**config.mk**
```make
export PLATFORM = sky130hd
export DESIGN_NAME = uart_tx_scheduler
export DESIGN_NICKNAME = d
export VERILOG_FILES = /design/src/rtl/uart_tx_scheduler.sv
export SDC_FILE = /design/constraint.sdc
export NUM_CORES = 1
export LEC_CHECK = 0
export ABC_AREA = 1
export CAP_MARGIN = 20
export CORE_ASPECT_RATIO = 1.2
export CORE_UTILIZATION = 40
export DETAILED_ROUTE_END_ITERATION = 10
export GPL_TIMING_DRIVEN = 0
export PLACE_DENSITY = 0.63
export SLEW_MARGIN = 20
export SYNTH_ARGS = -nofsm -noshare
export SYNTH_HDL_FRONTEND = slang
export SYNTH_SLANG_ARGS = --single-unit
export TNS_END_PERCENT = 5
```
**constraint.sdc**
```tcl
create_clock -name clk -period 2.7 [get_ports clk]
set_input_delay 0.675 -clock clk [delete_from_list [all_inputs] [get_ports clk]]
set_output_delay 0.675 -clock clk [all_outputs]
set_load 0.005 [all_outputs]
```
**src/rtl/uart_tx_scheduler.sv**
```systemverilog
// Round-robin scheduler sharing one UART transmitter between N_REQ byte-stream
// requesters; a grant lasts one message (req_last) or MAX_MSG bytes, whichever comes first.
module uart_tx_scheduler #(
  parameter int unsigned N_REQ    = 4,
  parameter int unsigned DATA_W   = 8,
  parameter int unsigned MAX_MSG  = 16,
  parameter int unsigned HOLD_MAX = 64
) (
  input  logic                    clk,
  input  logic                    rst,
  input  logic [N_REQ-1:0]        req_valid,
  input  logic [N_REQ*DATA_W-1:0] req_data,
  input  logic [N_REQ-1:0]        req_last,
  output logic [N_REQ-1:0]        req_ready,
  output logic [DATA_W-1:0]       uart_data,
  output logic                    uart_start,
  input  logic                    uart_busy,
  output logic [N_REQ-1:0]        grant,
  output logic [15:0]             msg_count
);

  localparam int unsigned PTR_W       = $clog2(N_REQ);
  localparam int unsigned BCNT_W      = $clog2(MAX_MSG + 1);
  localparam int unsigned ICNT_W      = $clog2(HOLD_MAX + 1);
  localparam int unsigned ACK_TIMEOUT = 4;
  localparam int unsigned ACNT_W      = 2;

  typedef enum logic [2:0] {
    IDLE      = 3'd0,
    SEND      = 3'd1,
    START     = 3'd2,
    WAIT_ACK  = 3'd3,
    WAIT_DONE = 3'd4
  } state_t;

  state_t              state;
  state_t              next_state;
  logic [PTR_W-1:0]    ptr;
  logic [PTR_W-1:0]    gidx;
  logic [PTR_W-1:0]    nxt_ptr;
  logic [BCNT_W-1:0]   byte_cnt;
  logic [ICNT_W-1:0]   idle_cnt;
  logic [ACNT_W-1:0]   ack_cnt;
  logic                last_q;

  logic [PTR_W-1:0]    sel_idx;
  logic                sel_found;
  logic                g_valid;
  logic                g_last;
  logic [DATA_W-1:0]   g_data;

  logic do_grant;
  logic do_hs;
  logic do_release;
  logic inc_msg;
  logic idle_inc;
  logic idle_clr;
  logic ack_inc;
  logic byte_done;

  // First requesting index at or after ptr, searching upward with wrap.
  always_comb begin
    logic [PTR_W-1:0] cand;
    sel_found = 1'b0;
    sel_idx   = '0;
    cand      = '0;
    for (int unsigned k = 0; k < N_REQ; k++) begin
      cand = PTR_W'((32'(ptr) + k) % N_REQ);
      if (!sel_found && req_valid[cand]) begin
        sel_found = 1'b1;
        sel_idx   = cand;
      end
    end
  end

  always_comb begin
    g_data = '0;
    for (int unsigned i = 0; i < N_REQ; i++) begin
      if (gidx == PTR_W'(i)) g_data = req_data[i*DATA_W +: DATA_W];
    end
  end

  assign g_valid = req_valid[gidx];
  assign g_last  = req_last[gidx];
  assign nxt_ptr = (gidx == PTR_W'(N_REQ - 1)) ? '0 : gidx + PTR_W'(1);

  always_comb begin
    next_state = state;
    do_grant   = 1'b0;
    do_hs      = 1'b0;
    do_release = 1'b0;
    inc_msg    = 1'b0;
    idle_inc   = 1'b0;
    idle_clr   = 1'b0;
    ack_inc    = 1'b0;
    byte_done  = 1'b0;
    case (state)
      IDLE: begin
        if (|req_valid) begin
          do_grant   = 1'b1;
          next_state = SEND;
        end
      end
      SEND: begin
        if (g_valid) begin
          if (!uart_busy) begin
            do_hs      = 1'b1;
            next_state = START;
          end
        end else if (idle_cnt == ICNT_W'(HOLD_MAX - 1)) begin
          do_release = 1'b1;
          next_state = IDLE;
        end else begin
          idle_inc = 1'b1;
        end
      end
      START: next_state = WAIT_ACK;
      WAIT_ACK: begin
        // A UART that never raises busy must not lock the scheduler up.
        if (uart_busy) next_state = WAIT_DONE;
        else if (ack_cnt == ACNT_W'(ACK_TIMEOUT - 1)) byte_done = 1'b1;
        else ack_inc = 1'b1;
      end
      WAIT_DONE: begin
        if (!uart_busy) byte_done = 1'b1;
      end
      default: next_state = IDLE;
    endcase

    if (byte_done) begin
      if (last_q) begin
        inc_msg    = 1'b1;
        do_release = 1'b1;
        next_state = IDLE;
      end else if (byte_cnt == BCNT_W'(MAX_MSG)) begin
        do_release = 1'b1;
        next_state = IDLE;
      end else begin
        idle_clr   = 1'b1;
        next_state = SEND;
      end
    end
  end

  assign req_ready  = (state == SEND && !uart_busy) ? grant : '0;
  assign uart_start = (state == START);

  always_ff @(posedge clk) begin
    if (rst) state <= IDLE;
    else     state <= next_state;
  end

  always_ff @(posedge clk) begin
    if (rst) begin
      grant     <= '0;
      gidx      <= '0;
      ptr       <= '0;
      byte_cnt  <= '0;
      idle_cnt  <= '0;
      ack_cnt   <= '0;
      last_q    <= 1'b0;
      uart_data <= '0;
      msg_count <= '0;
    end else begin
      if (do_grant) begin
        grant    <= N_REQ'(1) << sel_idx;
        gidx     <= sel_idx;
        byte_cnt <= '0;
        idle_cnt <= '0;
      end
      if (do_hs) begin
        uart_data <= g_data;
        last_q    <= g_last;
        byte_cnt  <= byte_cnt + BCNT_W'(1);
        ack_cnt   <= '0;
      end
      if (idle_inc) idle_cnt <= idle_cnt + ICNT_W'(1);
      if (idle_clr) idle_cnt <= '0;
      if (ack_inc)  ack_cnt  <= ack_cnt + ACNT_W'(1);
      if (do_release) begin
        grant <= '0;
        ptr   <= nxt_ptr;
      end
      if (inc_msg) msg_count <= msg_count + 16'd1;
    end
  end

endmodule

```
# --- Word level (Yosys, flattened, before mapping) ---
# Index checks and enable logic that the tools add are counted.
classes:
  n_shift: 1
  n_reduce_logical: 17
  add_sub_neg: 8
  eq_ne: 15
  n_lt_le_gt_ge: 5
  muxes: 65
ops:
  columns: ["cell", "count"]
  rows:
  - ["$mux 1", 35]
  - ["$mux 8", 4]
  - ["$mux 3", 6]
  - ["$add 16x1->16 const B", 1]
  - ["$lt 2x3->1 const B", 5]
  - ["$pmux 3 s5", 1]
  - ["$mux 2", 7]
  - ["$mux 7", 2]
  - ["$bmux 1 s2", 6]
  - ["$mux 5", 2]
  - ["$ne 4x4->1 const B", 2]
  - ["$add 7x1->7 const B", 1]
  - ["$eq 7x6->1 const B", 1]
  - ["$add 2x1->2 const B", 3]
  - ["$eq 2x2->1 const B", 3]
  - ["$eq 3x2->1 const B", 2]
  - ["$ne 3x3->1 const B", 2]
  - ["$reduce_bool 2->1", 3]
  - ["$add 5x1->5 const B", 1]
  - ["$eq 5x5->1 const B", 1]
  - ["$reduce_and 5->1", 1]
  - ["$add 2x2->2 const B", 2]
  - ["$logic_and 1x1->1", 4]
  - ["$logic_not 1->1", 4]
  - ["11 further kinds", 12]
totals:
  output_inout_bits: 33
  word_cells: 121
  regBits: 50
  input_bits: 43

# --- Depth between registers and ports, before layout ---
depth:
  ltp_word: 13
  ltp_mapped: 14
  ltp_nobuf: 13

# --- Worst setup path after synthesis ---
# OpenSTA, ideal clock, no wires.
synth_timing:
  kind: "input to output"
  startpoint: "input uart_busy"
  endpoint: "output req_ready[0]"
  slack_ps: 1055
  arrival_time_ps: 970
  t_required_ps: 2025
  path_stages: 3
  path_cell_list: "inv_1 -> nand2_1 -> nor2_1"
synth_via:
  elab_chain_cells: 3
synth_lines:
  columns: ["item", "line", "source"]
  rows:
  - ["from (decl)", "17", "input logic uart_busy,"]
  - ["$logic_not 1->1", "145", "assign req_ready = (state == SEND && !uart_busy) ? grant : '0;"]
  - ["$logic_and 1x1->1", "145", null]
  - ["$mux 4", "145", null]
  - ["to (decl)", "14", "output logic [N_REQ-1:0] req_ready,"]
# Every way passes these cells.

# --- Worst setup path after layout ---
layout_timing:
  startpoint: "register state[0]"
  endpoint: "output req_ready[1]"
layout_via:
  elab_chain_cells: 3
layout_lines:
  columns: ["item", "line", "source"]
  rows:
  - ["from (decl)", "36", "state_t state;"]
  - ["from (signal assigned)", "150", "else state <= next_state;"]
  - ["$eq 3x1->1", "145", null]
  - ["$logic_and 1x1->1", "145", null]
  - ["$mux 4", "145", null]
# Every way passes these cells.

==> impl_metrics.tcl <==
set metrics [dict create \
    final_max_slew_viol_count 0 \
    rsz0062_at_grt "false" \
    status "completed" \
    h-tree-depth 2 \
    fin_nets 589 \
    endpoint "req_ready[1]" \
    first_pass_iters 4 \
    cp-start-kind "flip-flop" \
    core-area_um2 7270 \
    setup_viol 0 \
    boundaryPins 76 \
    grt_pass1_vias 3018 \
    synthMuxAreaShare_pct 0 \
    grt_usage_pct 21.3 \
    cp.arrival_ps 1870 \
    rr_worst_depth 8 \
    fmax_mhz 393 \
    cts-buffers-inserted 5 \
    min_from "idle_cnt[6]$_SDFFE_PP0P_" \
    synth_edf_count 0 \
    syn-cell-area_um2 3030 \
    overflow 0 \
    cts_root_buffer "clkbuf_8" \
    cp_max_fo 4 \
    power_density_nw_per_um2 582 \
    clk_path_buf_depth 2 \
    async_flop_share_pct 0 \
    die_w_um 81.5 \
    ys.flop_type "dfxtp_1" \
    finish.utilization_pct 54.8 \
    path_clk_slew_ps 80 \
    floorplan.rows 34 \
    cts_hold_buf 0 \
    numClockSinks 50 \
    min_period_ps 2540 \
    start_util_pct 41.7 \
    min_period_over_period_pct 94.1 \
    synth_seq_area_share_pct 33.0 \
    worstSetupPathType "flip-flop to primary output" \
    skew_ps 12.6 \
    drive_gt1_share_pct 9.29 \
    relSlewSlack_pct 62.4 \
    whs_ps 460 \
    wl_per_cell_um 12.2 \
    dieHeight_um 97.4 \
    yosys.area_share.simple_pct 33.5 \
    routed_via_density 5.06 \
    fillers 697 \
    end_kind "primary output" \
    dp_cells 620 \
    hold_class "flip-flop to flip-flop" \
    grt_start_max_net_pins 16 \
    grt_pass1_wl_mm 13.5 \
    antenna_found_initial 1 \
    drc 0 \
    clock_latency_ps 310 \
    ys_types 43 \
    reg2reg_to "uart_data[5]$_SDFFE_PP0P_" \
    syn_inst 455 \
    syn_to_final_growth_pct 31.4 \
    worstPathRequired_ps 2030 \
    syn_avg_cell_area_um2 6.67 \
    multiInputGateArea_um2 1780 \
    peakVddDrop_uv 327 \
    port_buffers 75 \
    setup_tns_ps 0 \
    synth_compound_area_share_pct 19.8 \
    worstMarginPinSlew_ps 560 \
    vias 3183 \
    yosys.area_share.adder_pct 3.71 \
    drt_iter0_drc 102 \
    seq_area_um2 1000 \
    dieArea_um2 7940 \
    hpwl_mm 6.02 \
    final_cells 629 \
    syn-num-nets 507 \
    gp_congestion 0.817 \
    reg2reg_slack_ps 840 \
    startpoint "state[0]$_SDFFE_PP0P_" \
    r2r_start "gidx[1]$_SDFFE_PP0P_" \
    synth_top_family_by_area "simple AND/OR/NAND/NOR gates" \
    synth_xor_area_share_pct 1.73 \
    cts_tree "built" \
    ant_nets 0 \
    ys_ff_latch 50 \
    yosysWarningCount 0 \
    max_cap_violations 0 \
    p_leak_nw 1.57 \
    wl_mm 7.69 \
    hold_viol 0 \
]
==> metrics by stage <==
stage	setup WS (ps)	power [mW]	area (um^2)
floorplan	1050	1.57	3030
global placement	-82.5	1.89	3900
detailed placement	-105	1.90	3900
CTS	151	2.34	3980
global route	33.9	2.52	3980
finish	158	2.32	3980
==> power by group <==
group	switching [mW]	leakage (nW)	total, mW	internal (mW)
clock	0.253	0.0452	0.437	0.183
sequential	0.0781	0.405	0.897	0.819
combinational	0.585	1.12	0.984	0.399
total	0.916	1.57	2.32	1.40
==> flip-flops by register name, summed over array words and instances (netlist names) <==
name,flops
byte_cnt,5
uart_data,8
last_q,1
grant,4
msg_count,16
ptr,2
ack_cnt,2
idle_cnt,7
state,3
gidx,2
==> layer usage <==
layer | routed length [um] | vias up | track usage [%] | share of wire [%]
li1 | - | 1670 | - | -
met1 | 3350 | 1411 | 25.8 | 44
met2 | 3730 | 88 | 36.0 | 48
met3 | 461 | 14 | 4.79 | 6.0
met4 | 159 | 0 | 7.14 | 2.1
met5 | 0 | - | 0 | 0
==> worst min path at each step <==
| stage | endpoint | depth (start not counted) |
|---|---|---|
| after CTS | idle_cnt[6]$_SDFFE_PP0P_ | 2 |
| after global placement | idle_cnt[6]$_SDFFE_PP0P_ | 2 |
| after global routing | idle_cnt[6]$_SDFFE_PP0P_ | 2 |
| final | idle_cnt[6]$_SDFFE_PP0P_ | 2 |
| after detailed placement | idle_cnt[6]$_SDFFE_PP0P_ | 2 |
| after floorplan | idle_cnt[6]$_SDFFE_PP0P_ | 2 |
==> synth_stat cells, types with 3 or more instances <==
| master | count | area, um^2 |
|---|---|---|
| nand4_1 | 8 | 50.1 |
| nand3_1 | 25 | 125 |
| inv_2 | 9 | 33.8 |
| nand2_1 | 126 | 473 |
| o21bai_1 | 3 | 22.5 |
| xor2_1 | 4 | 35.0 |
| ha_1 | 9 | 113 |
| dfxtp_1 | 50 | 1000 |
| nand2_2 | 3 | 18.8 |
| clkbuf_1 | 6 | 22.5 |
| inv_1 | 39 | 146 |
| nor2_4 | 3 | 33.8 |
| nand3_2 | 5 | 50.1 |
| o31ai_1 | 7 | 52.6 |
| o21ai_1 | 9 | 45.0 |
| nor2_1 | 36 | 135 |
| nor2_2 | 5 | 31.3 |
| nor3_2 | 3 | 30.0 |
| a21oi_1 | 56 | 280 |
| o21ai_0 | 17 | 85.1 |
| o211ai_1 | 4 | 30.0 |
==> area by class of cell <==
| type | instances | area share (%) |
|---|---|---|
| Inverter | 51 | 4.87 |
| Clock inverter | 2 | 0.345 |
| Timing Repair Buffer | 75 | 18.8 |
| Antenna cell | 1 | 0.0628 |
| Tap cell | 90 | 2.83 |
| Multi-Input combinational cell | 343 | 44.7 |
| Sequential cell | 50 | 25.1 |
| Buffer | 11 | 1.44 |
| Clock buffer | 6 | 1.82 |
==> critical path, stage by stage (launching register included) <==
cell and delay, ps:
dfxtp_1 370, inv_1 90, nor3_2 270, nand2_1 190
nor2_1 130, clkdlybuf4s50_1 520
==> logic make-up after synthesis <==
logic type                 after synthesis
AOI/OAI and AO/OA                      106
adders and majority gates                9
DFF                                     50
and+or+nand+nor                        222
buffers and inverters                   62
xor gates and xnor gates                 6
==> placed cells by master (no fill, tap or decap), types with 2 or more instances in the layout <==
master	Yosys	layout
a21oi_1	56	56
buf_4	2	2
clkbuf_1	6	7
clkbuf_8	0	5
clkdlybuf4s50_1	0	74
clkinv_1	2	2
dfxtp_1	50	50
ha_1	9	9
inv_1	39	38
inv_2	9	10
nand2_1	126	126
nand2_2	3	3
nand3_1	25	25
nand3_2	5	5
nand4_1	8	8
nor2_1	36	36
nor2_2	5	5
nor2_4	3	3
nor3_1	2	2
nor3_2	3	3
o211ai_1	4	4
o21ai_0	17	17
o21ai_1	9	9
o21ai_2	2	2
o21bai_1	3	3
o22ai_1	2	2
o31ai_1	7	7
xnor2_1	2	2
xor2_1	4	4
==> repair_timing <==
action	4_1_cts	5_1_grt
endpoints found under the setup margin	4	0
resized for setup	2	0
setup buffers	0	0
Power figures use the tool's default switching activity.
